## config.mk

```make
export PLATFORM = sky130hd
export DESIGN_NAME = mux_arb_nx1
export DESIGN_NICKNAME = d
export VERILOG_FILES = /design/src/rtl/mux_arb_pkg.sv /design/src/rtl/mux_arb_nx1_rr_pick.sv /design/src/rtl/mux_arb_nx1.sv
export SDC_FILE = /design/constraint.sdc
export NUM_CORES = 1
export LEC_CHECK = 0
export CORE_ASPECT_RATIO = 1.1
export CORE_UTILIZATION = 46
export DETAILED_ROUTE_END_ITERATION = 7
export DONT_BUFFER_PORTS = 1
export PLACE_DENSITY_LB_ADDON = 0.1
export SLEW_MARGIN = 10
export SYNTH_ARGS = -nofsm -noshare
export SYNTH_HDL_FRONTEND = slang
export SYNTH_SLANG_ARGS = --single-unit
```

## constraint.sdc

```tcl
create_clock -name CLK -period 2.58 [get_ports CLK]
set_input_delay 0.516 -clock CLK [delete_from_list [all_inputs] [get_ports CLK]]
set_output_delay 0.516 -clock CLK [all_outputs]
set_load 0.02 [all_outputs]
```

## src/rtl/mux_arb_pkg.sv

```systemverilog
// Shared constants and elaboration helpers for the mux_arb_nx1 selector/arbiter.
package mux_arb_pkg;

    localparam logic MODE_FIXED = 1'b0;
    localparam logic MODE_RR    = 1'b1;

    // Ceiling log2 for elaboration-time sizing; clog2(1) = 0.
    function automatic int clog2(input int n);
        int r;
        int v;
        r = 0;
        v = n - 1;
        while (v > 0) begin
            r++;
            v = v >> 1;
        end
        return r;
    endfunction

    // Channel-index width, never narrower than one bit.
    function automatic int sel_width(input int n);
        return (n <= 2) ? 1 : clog2(n);
    endfunction

endpackage

```

## src/rtl/mux_arb_nx1_rr_pick.sv

```systemverilog
// Round-robin pick: first requesting channel after last_gnt, wrapping to channel 0.
module rr_pick #(
    parameter int NUM_CH = 4,
    parameter int SEL_W  = 2
) (
    input  logic [NUM_CH-1:0] req,
    input  logic [SEL_W-1:0]  last_gnt,
    output logic [SEL_W-1:0]  gnt,
    output logic              gnt_vld
);

    logic [SEL_W-1:0] hi_gnt;
    logic             hi_vld;
    logic [SEL_W-1:0] lo_gnt;
    logic             lo_vld;

    // The rotation is split into two fixed-priority scans: channels above
    // last_gnt win first, otherwise the lowest requester wraps around.
    always_comb begin
        // NOTE: every always_comb output gets a default first so no path leaves it unassigned (no latch).
        hi_gnt = '0;
        hi_vld = 1'b0;
        lo_gnt = '0;
        lo_vld = 1'b0;
        for (int i = 0; i < NUM_CH; i++) begin
            if (!hi_vld && req[i] && (SEL_W'(i) > last_gnt)) begin
                hi_vld = 1'b1;
                hi_gnt = SEL_W'(i);
            end
            if (!lo_vld && req[i]) begin
                lo_vld = 1'b1;
                lo_gnt = SEL_W'(i);
            end
        end
    end

    assign gnt     = hi_vld ? hi_gnt : lo_gnt;
    assign gnt_vld = hi_vld | lo_vld;

endmodule

```

## src/rtl/mux_arb_nx1.sv

```systemverilog
// N-channel selector/arbiter with a registered single-entry output stage.
// Define MUX_ARB_LOCK_EN to add IN_LAST and hold round-robin grants for whole packets.
module mux_arb_nx1
    import mux_arb_pkg::*;
#(
    parameter  int WIDTH  = 32,
    parameter  int NUM_CH = 4,
    localparam int SEL_W  = sel_width(NUM_CH)
) (
    input  logic                    CLK,
    input  logic                    RST,
    input  logic [NUM_CH-1:0]       IN_VALID,
    input  logic [NUM_CH*WIDTH-1:0] IN_DATA,
`ifdef MUX_ARB_LOCK_EN
    input  logic [NUM_CH-1:0]       IN_LAST,
`endif
    output logic [NUM_CH-1:0]       IN_READY,
    input  logic                    MODE,
    input  logic [SEL_W-1:0]        S,
    output logic                    OUT_VALID,
    output logic [WIDTH-1:0]        OUT_DATA,
    output logic [SEL_W-1:0]        OUT_CH,
    input  logic                    OUT_READY
);

    logic [SEL_W-1:0] last_gnt;
    logic [SEL_W-1:0] rr_gnt;
    logic             rr_vld;
    logic [SEL_W-1:0] gnt;
    logic             gnt_vld;
    logic             fixed_vld;
    logic [WIDTH-1:0] sel_data;
    logic             load_en;
    logic             xfer;

`ifdef MUX_ARB_LOCK_EN
    logic             lock_q;
    logic [SEL_W-1:0] lock_ch;
    logic             lock_vld;
    logic             gnt_last;
`endif

    // Out-of-range selectors match no channel and therefore read as 0.
    function automatic logic bit_at(input logic [NUM_CH-1:0] v,
                                    input logic [SEL_W-1:0]  sel);
        logic r;
        r = 1'b0;
        for (int i = 0; i < NUM_CH; i++) begin
            if (sel == SEL_W'(i)) r = v[i];
        end
        return r;
    endfunction

    rr_pick #(
        .NUM_CH (NUM_CH),
        .SEL_W  (SEL_W)
    ) u_rr_pick (
        .req      (IN_VALID),
        .last_gnt (last_gnt),
        .gnt      (rr_gnt),
        .gnt_vld  (rr_vld)
    );

    assign fixed_vld = bit_at(IN_VALID, S);

`ifdef MUX_ARB_LOCK_EN
    assign lock_vld = bit_at(IN_VALID, lock_ch);
    assign gnt_last = bit_at(IN_LAST, gnt);
`endif

    always_comb begin
        gnt     = rr_gnt;
        gnt_vld = rr_vld;
        if (MODE == MODE_FIXED) begin
            gnt     = S;
            gnt_vld = fixed_vld;
        end
`ifdef MUX_ARB_LOCK_EN
        else if (lock_q) begin
            // A locked channel that drops valid simply stalls; nobody else gets in.
            gnt     = lock_ch;
            gnt_vld = lock_vld;
        end
`endif
    end

    always_comb begin
        sel_data = '0;
        for (int i = 0; i < NUM_CH; i++) begin
            if (gnt == SEL_W'(i)) sel_data = IN_DATA[i*WIDTH +: WIDTH];
        end
    end

    assign load_en = !OUT_VALID || OUT_READY;
    assign xfer    = !RST && load_en && gnt_vld;

    always_comb begin
        IN_READY = '0;
        for (int i = 0; i < NUM_CH; i++) begin
            IN_READY[i] = xfer && (gnt == SEL_W'(i));
        end
    end

    always_ff @(posedge CLK) begin
        // NOTE: sequential state uses non-blocking assignments so every register samples pre-edge values.
        if (RST) begin
            OUT_VALID <= 1'b0;
            OUT_DATA  <= '0;
            OUT_CH    <= '0;
            last_gnt  <= SEL_W'(NUM_CH - 1);
`ifdef MUX_ARB_LOCK_EN
            lock_q    <= 1'b0;
            lock_ch   <= '0;
`endif
        end else begin
            if (load_en) begin
                OUT_VALID <= gnt_vld;
                if (gnt_vld) begin
                    OUT_DATA <= sel_data;
                    OUT_CH   <= gnt;
                end
            end
            // Only round-robin transfers advance fairness state.
            if (xfer && (MODE == MODE_RR)) begin
                last_gnt <= gnt;
`ifdef MUX_ARB_LOCK_EN
                lock_q   <= !gnt_last;
                lock_ch  <= gnt;
`endif
            end
        end
    end

endmodule

```

# Word level (Yosys, flattened, before mapping)
# Cells that the tools add are included.
# Widths: inputs -> output; s select.
# word_totals
reg_bits	37
output_inout_bits	39
input_bits	138
wordCells	69
# classes
n_lt_le_gt_ge	4
muxes	25
n_bitwise	1
n_eq_ne	6
reduce_logical	29
# ops
operator	count
$mux 32	4
$logic_and 1x1->1	17
$mux 1	15
$mux 2	6
$eq 2x2->1 const B	4
$logic_not 1->1	8
$eq 2x1->1 const B	2
$gt 1x2->1 const A	2
$gt 2x2->1 const A	2
$logic_not 2->1	2
$reduce_and 2->1	1
$logic_or 1x1->1	1
$or 1x1->1	1

# Logic depth before layout (Yosys ltp)
# Gate-level depths: netlist of the first run.
# logic_depth
word_depth	22
depth_mapped	7
mapped_depth_nobuf	5

# By module
# From an unflattened synthesis of the first run, not the netlist that was laid out.
# unflattened
hier_cells	156
hier_area_um2	2274.7
# modules_own_cells
module	area_each_um2	instances	cells_each
mux_arb_nx1	2188.3	1	142
rr_pick	86.3	1	14

# Worst setup path before layout of the first run
# Ideal clock, no wire load.
# synth_path
path_type	input port to output port
startpoint	in IN_VALID[3]
endpoint	out IN_READY[1]
required_ps	2064
stages	6
t_arrival_ps	2136
slack_ps	-72
cell_sequence	nor2b_1 > o31a_1 > a22o_1 > buf_6 > buf_2 > nor4bb_1
# synth_between
elab_chain_cells	7
elab_cells_between_ends	15
cone_classes	eq/ne (1); mux (8); bitwise (1); reduce/logical (5)
# synth_rtl
item	line	rtl
start, declared	mux_arb_nx1.sv:12	input logic [NUM_CH-1:0] IN_VALID,
$logic_and 1x1->1 (2 in a row)	mux_arb_nx1_rr_pick.sv:26	if (!hi_vld && req[i] && (SEL_W'(i) > last_gnt)) begin
$mux 2 / $mux 1 (equally long branches)	mux_arb_nx1_rr_pick.sv:26	
$mux 2 / $or 1x1->1 (equally long branches)	mux_arb_nx1_rr_pick.sv:37, mux_arb_nx1_rr_pick.sv:38	
$mux 2 / $mux 1 (equally long branches)	mux_arb_nx1.sv:74	if (MODE == MODE_FIXED) begin
$eq 2x1->1 / $logic_and 1x1->1 (equally long branches)	mux_arb_nx1.sv:100, mux_arb_nx1.sv:95	
$logic_and 1x1->1 *	mux_arb_nx1.sv:100	IN_READY[i] = xfer && (gnt == SEL_W'(i));
end, declared	mux_arb_nx1.sv:17	output logic [NUM_CH-1:0] IN_READY,
# Mark *: on every way between the ends. The rest lies on a longest branch, timed or not.

# Worst setup path in the final report of the first run
# layout_path
startpoint	in S[1]
endpoint	out IN_READY[1]
# layout_between
elab_chain_cells	8
elab_cells_between_ends	13
cone_classes	eq/ne (4); mux (6); reduce/logical (3)
# layout_rtl
item	line	rtl
start, declared	mux_arb_nx1.sv:19	input logic [SEL_W-1:0] S,
$logic_not 2->1	mux_arb_nx1.sv:49	if (sel == SEL_W'(i)) r = v[i];
$mux 1 (4 in a row)	mux_arb_nx1.sv:49	
$mux 1	mux_arb_nx1.sv:74	
$logic_and 1x1->1	mux_arb_nx1.sv:95	assign xfer = !RST && load_en && gnt_vld;
$logic_and 1x1->1 *	mux_arb_nx1.sv:100	
# Marked as above.

==> results_dict.tcl, run 1 <==
set metrics [dict create \
    postSynthAreaPerCell_um2 13.7 \
    r2r_start "last_gnt[0]" \
    busiest_layer "met2" \
    worst_setup_path_start_kind "input pin" \
    place.port_buffers 0 \
    ys_seq_area_frac 0.333 \
    post_drt_via_cell_ratio 6.99 \
    final-seq-area_um2 741 \
    place_hpwl_um 4500 \
    yosys.cell_types.count 33 \
    grt_pass1_vias 1545 \
    hold-path-endpoint "OUT_CH[1]" \
    clkSinkCount 37 \
    gr-usage-met2 0.370 \
    worstSetupPathType "input pin to output port" \
    multi_input_area_mm2 0.00136 \
    placementRows 26 \
    p_total_mw 1.52 \
    clockBufferDepth 2 \
    synth_nets 300 \
    fin_skew_ns 0.0107 \
    cts_tree "yes" \
    grtUsageTotal 0.206 \
    fin_crit_ns 2.46 \
    synth-simple-area-share 0.0648 \
    stdcell_count 225 \
    end_kind "output port" \
    reg2reg_to "OUT_DATA[11]" \
    worstPathArrival_ns 1.95 \
    ys_warn_count 0 \
    grt_start_max_net_pins 33 \
    power_density_mw_per_mm2 636 \
    period_share 0.954 \
    ys_async_sr_fraction 0 \
    synth_area_leaders "dfxtp_1, mux4_2, a22o_1" \
    syn_inst 162 \
    fmax_mhz 406 \
    synth_fa_ha_area_frac 0 \
    drive_above_1_share 0.313 \
    nets 305 \
    finish.instance_area_mm2 0.00239 \
    min-delay-start "RST" \
    max_cap_viol_count 0 \
    cp.required_ns 2.06 \
    antenna_found_initial 3 \
    r2r_cells 7 \
    synth_area_mm2 0.00222 \
    n_fill_cell 400 \
    drt_pass1_iterations 4 \
    tightest_slew_ns 0.469 \
    cts_buffers 5 \
    status "finished, final reports clean" \
    totalWireLength_um 5670 \
    use_met1 0.211 \
    setup_viol 0 \
    wire_per_inst_um 25.2 \
    whs_ns 0.285 \
    peakVddDrop_mv 0.255 \
    clk_pin_slew_worst_paths_ns 0.08 \
    hp-class "input pin to flop" \
    ys_ff_latch 37 \
    drcViolationCount 0 \
    ant_nets 0 \
    hold_viol 0 \
    drt-initial-drc-count 47 \
    synth_most_common_cell "dfxtp_1" \
    overflow 0 \
    post-synth-top-area-cell "dfxtp_1" \
    die-width_um 68.3 \
    htreeDepth 2 \
    rsz0062_at_grt "no" \
    leakagePower_nw 0.898 \
    postPlaceCellArea_mm2 0.00228 \
    netlist_top_cells_count "dfxtp_1, a22o_1, mux4_2" \
    grt_pass1_wl_um 7330 \
    synthFlopType "dfxtp_1" \
    drv_slew 0 \
    reg2reg_slack_ns 0.29 \
    use_met3 0.0758 \
    ctsResizeCount 0 \
    die_area_mm2 0.00511 \
    postCtsSetupRepairBufs 0 \
    clkLatencyLatePin_ns 0.29 \
    yosys.area_share.xor_xnor 0 \
    synthMuxAreaShare 0.354 \
    gp_congestion 0.751 \
    synth_edf_count 0 \
    setup_tns_ns 0 \
    cp_max_fo 5 \
    die_h_um 74.9 \
    synth_compound_area_frac 0.182 \
    vias 1572 \
    synth_top_area_frac 0.333 \
    min_path_cells 1 \
    synth_top_family_by_area "multiplexers" \
    cts-root-buf "clkbuf_8" \
    core_mm2 0.00465 \
    start_util 0.478 \
    maxSlewHeadroom 0.686 \
    post-place-cells 213 \
    holdBufCountCts 0 \
    syn_to_final_growth_pct 7.49 \
    io_pins 177 \
]
-- stage by stage --
step,utilization,worst slack (ns)
2_1_floorplan,-,0.107
3_3_place_gp,0.491,0.181
3_5_place_dp,0.491,0.156
4_1_cts,0.507,0.0621
5_1_grt,0.513,0.0435
6_report,0.513,0.119
-- worst max-delay path, cell delays in order --
cell,delay (ns)
mux4_1,0.57
mux2i_2,0.36
nor2_2,0.13
nor4bb_2,0.20
buf_4,0.17
-- how the worst max path moves through the flow --
| stage | slack (ns) | cells past startpoint | from | end |
|---|---|---|---|---|
| global placement | 0.18 | 5 | S[1] | IN_READY[1] |
| finish | 0.12 | 5 | S[1] | IN_READY[1] |
| floorplan | 0.11 | 6 | IN_VALID[3] | IN_READY[1] |
| CTS | 0.06 | 5 | last_gnt[0] | IN_READY[1] |
| global route | 0.04 | 5 | S[1] | IN_READY[1] |
| detailed placement | 0.16 | 5 | S[1] | IN_READY[1] |
-- where the power goes --
group,total [mW],leakage (nW),switching [mW],internal [mW]
sequential,0.771,0.306,0.130,0.641
clock,0.376,0.0399,0.198,0.178
combinational,0.373,0.552,0.153,0.220
-- state kept, by name, summed over array words and instances (netlist names) --
register / flops
last_gnt: 2
OUT_VALID: 1
OUT_DATA: 32
OUT_CH: 2
-- logic make-up (layout without fill, tap and decap cells) --
group / Yosys count / in the layout
compound gates: 50 / 50
buf+inv: 18 / 22
flops: 37 / 37
mux: 34 / 34
other cells: 0 / 3
simple gates: 23 / 23
-- cell usage in the layout (no fill, tap or decap), drive strengths merged --
master   instances
clkinv           1
o31a             1
clkbuf           5
nand2            3
inv              3
o21ai            3
buf             13
nand2b           3
a2111oi          1
a21boi           1
nand3            1
a31oi            3
diode            3
nor3             1
and3             1
nor4bb           1
nor2             6
a211o            1
nor2b            5
mux2i            1
or4              1
dfxtp           37
o221ai           1
a22o            33
mux4            33
a21oi            5
nor3b            1
o21bai           1
-- routing by layer --
layer,vias up,wire (µm)
li1,694,-
met1,753,1970
met2,115,3020
met3,10,587
met4,0,95
met5,-,0
-- layout make-up --
cell class                      count  share of cell area
Multi-Input combinational cell    107               0.570
Sequential cell                    37               0.310
Timing Repair Buffer               13              0.0513
Tap cell                           56              0.0293
Clock buffer                        5              0.0288
Inverter                            3             0.00471
Antenna cell                        3             0.00314
Clock inverter                      1             0.00210
No activity file was read; power rests on OpenSTA's default activity.
==> inputs of run 2 (changes only) <==
Clock period 2.58 ns to 2.6 ns, I/O delays scaled along.
==> run 2 against run 1 <==
Net effect: clock power fell by 5%; non-clock buffer count fell by 3; sequential power decreased by 0.6%; total power fell by 2.3%; combinational power fell by 3%; critical endpoint unchanged; count of clock-buffer cells in the layout unchanged; via count is 0.64% lower; sequential share of layout area is 0.44 points higher; register-to-register slack gained 0.14 ns; final cell count shrank 1.8%; setup slack better by 0.027 ns.
==> results_dict.tcl, run 2 (synthesis results as in run 1) <==
set metrics [dict create \
    status "finished, final reports clean" \
    ant_nets 0 \
    post-place-cells 213 \
    worstSetupPathType "input pin to output port" \
    cts-root-buf "clkbuf_8" \
    seqPwrFrac 0.516 \
    drive_above_1_share 0.301 \
    maxSlewHeadroom 0.700 \
    fmax_mhz 407 \
    stdcell_count 221 \
    n_fill_cell 409 \
    clkLatencyLatePin_ns 0.28 \
    crit_family "multiplexers" \
    switching_share 0.312 \
    crit_path_start "S[1]" \
    postPlaceCellArea_mm2 0.00227 \
    end_kind "output port" \
    gp_congestion 0.745 \
    largest_register_ffs 32 \
    rsz0062_at_grt "no" \
    drt-initial-drc-count 83 \
    die_area_mm2 0.00511 \
    min-delay-start "RST" \
    totalWireLength_um 5670 \
    grtUsageTotal 0.211 \
    overflow 0 \
    fin_skew_ns 0.00297 \
    max_cap_viol_count 0 \
    comb_power_share 0.242 \
    finish.instance_area_mm2 0.00235 \
    period_share 0.944 \
    antenna_found_initial 2 \
    power_density_mw_per_mm2 631 \
    place_hpwl_um 4540 \
    clk_pin_slew_worst_paths_ns 0.06 \
    htreeDepth 2 \
    cp_slowest_cell "mux4_1" \
    syn_to_final_growth_pct 5.97 \
    grt_start_max_net_pins 33 \
    reg.largest.list "OUT_DATA (32), OUT_CH (2), last_gnt (2)" \
    wire_per_inst_um 25.6 \
    crit_chain "mux4_1 > mux2i_2 > nor2_2 > nor4bb_2 > buf_4" \
    drcViolationCount 0 \
    holdBufCountCts 0 \
    worstPathArrival_ns 1.93 \
    io_pins 177 \
    grt_pass1_wl_um 7620 \
    leakagePower_nw 0.880 \
    clkSinkCount 37 \
    slowest_delay_ns 0.57 \
    p_total_mw 1.49 \
    core_mm2 0.00465 \
    r2r_start "last_gnt[0]" \
    drt_pass1_iterations 4 \
    grt_pass1_vias 1539 \
    place.port_buffers 0 \
    p_int_mw 1.02 \
    critPathBufInv 1 \
    most-common-layout-cells "dfxtp_1, a22o_1, mux4_2, mux4_1, buf_4" \
    cts_buffers 5 \
    vias 1562 \
    regMostFlops "OUT_DATA" \
    post_drt_via_cell_ratio 7.07 \
    nets 302 \
    p_switching_mw 0.464 \
    peakVddDrop_mv 0.224 \
    setup_viol 0 \
    final_common_cell "dfxtp_1" \
    clock_power_share 0.242 \
    die-width_um 68.3 \
    cp.required_ns 2.08 \
    clockBufferDepth 2 \
    die_h_um 74.9 \
    tightest_slew_ns 0.449 \
    hold_viol 0 \
    hp-class "input pin to flop" \
    worst_setup_path_start_kind "input pin" \
    fin_crit_ns 2.45 \
    cp_max_fo 5 \
    start_util 0.478 \
    cts_tree "yes" \
    placementRows 26 \
    drv_slew 0 \
    setup_tns_ns 0 \
]
## run 2: per-stage QoR
step | hold WS, ns | setup slack (ns) | util
after global placement | 0.520 | 0.198 | 0.488
after detailed placement | 0.527 | 0.154 | 0.488
after floorplan | 0.475 | 0.119 | -
after global routing | 0.276 | 0.0165 | 0.506
final | 0.304 | 0.146 | 0.506
after CTS | 0.289 | 0.0446 | 0.504
## run 2: cell type report
| class | instances | area (µm²) | share of cell area |
|---|---|---|---|
| clock buffer | 5 | 68.8 | 0.0292 |
| inverter | 3 | 11.3 | 0.00478 |
| timing repair buffer | 10 | 91.3 | 0.0388 |
| antenna | 2 | 5.00 | 0.00213 |
| sequential | 37 | 741 | 0.315 |
| multi-input combinational | 107 | 1360 | 0.579 |
| clock inverter | 1 | 5.00 | 0.00213 |
| tap | 56 | 70.1 | 0.0298 |
## run 2: power by group through the flow
stage               combinational [mW]  sequential, mW  clock (mW)
CTS                              0.361           0.767       0.376
finish                           0.360           0.766       0.359
floorplan                        0.324           0.762           0
detailed placement               0.360           0.780           0
global route                     0.388           0.777       0.408
global placement                 0.347           0.779           0
## run 2: path summary, 6_finish.rpt
check                 endpoint  slack, ns  depth (start not counted)
setup / recovery   IN_READY[1]       0.15                          5
hold reg to reg    last_gnt[0]       0.54                          1
setup reg to reg  OUT_DATA[26]       0.43                          6
hold / removal       OUT_CH[0]       0.30                          1
## run 2: worst reg2reg max path, stage by stage (launching register included)
cell,delay [ns]
dfxtp_1,0.38
nor2b_1,0.20
o221ai_2,0.16
a31oi_4,0.30
buf_6,0.28
mux4_2,0.55
a22o_1,0.20
## run 2: repair_timing
item,CTS,global route
buffers inserted,0,0
endpoints found under the setup margin,0,1
resized for setup,0,1
## run 2: layer usage
metal | share of wire | GRT usage | vias up | wire length [µm]
li1 | - | - | 685 | -
met1 | 0.34 | 0.224 | 764 | 1950
met2 | 0.54 | 0.373 | 111 | 3050
met3 | 0.11 | 0.0909 | 2 | 642
met4 | 0.0046 | 0.0671 | 0 | 26
met5 | 0 | 0 | - | 0
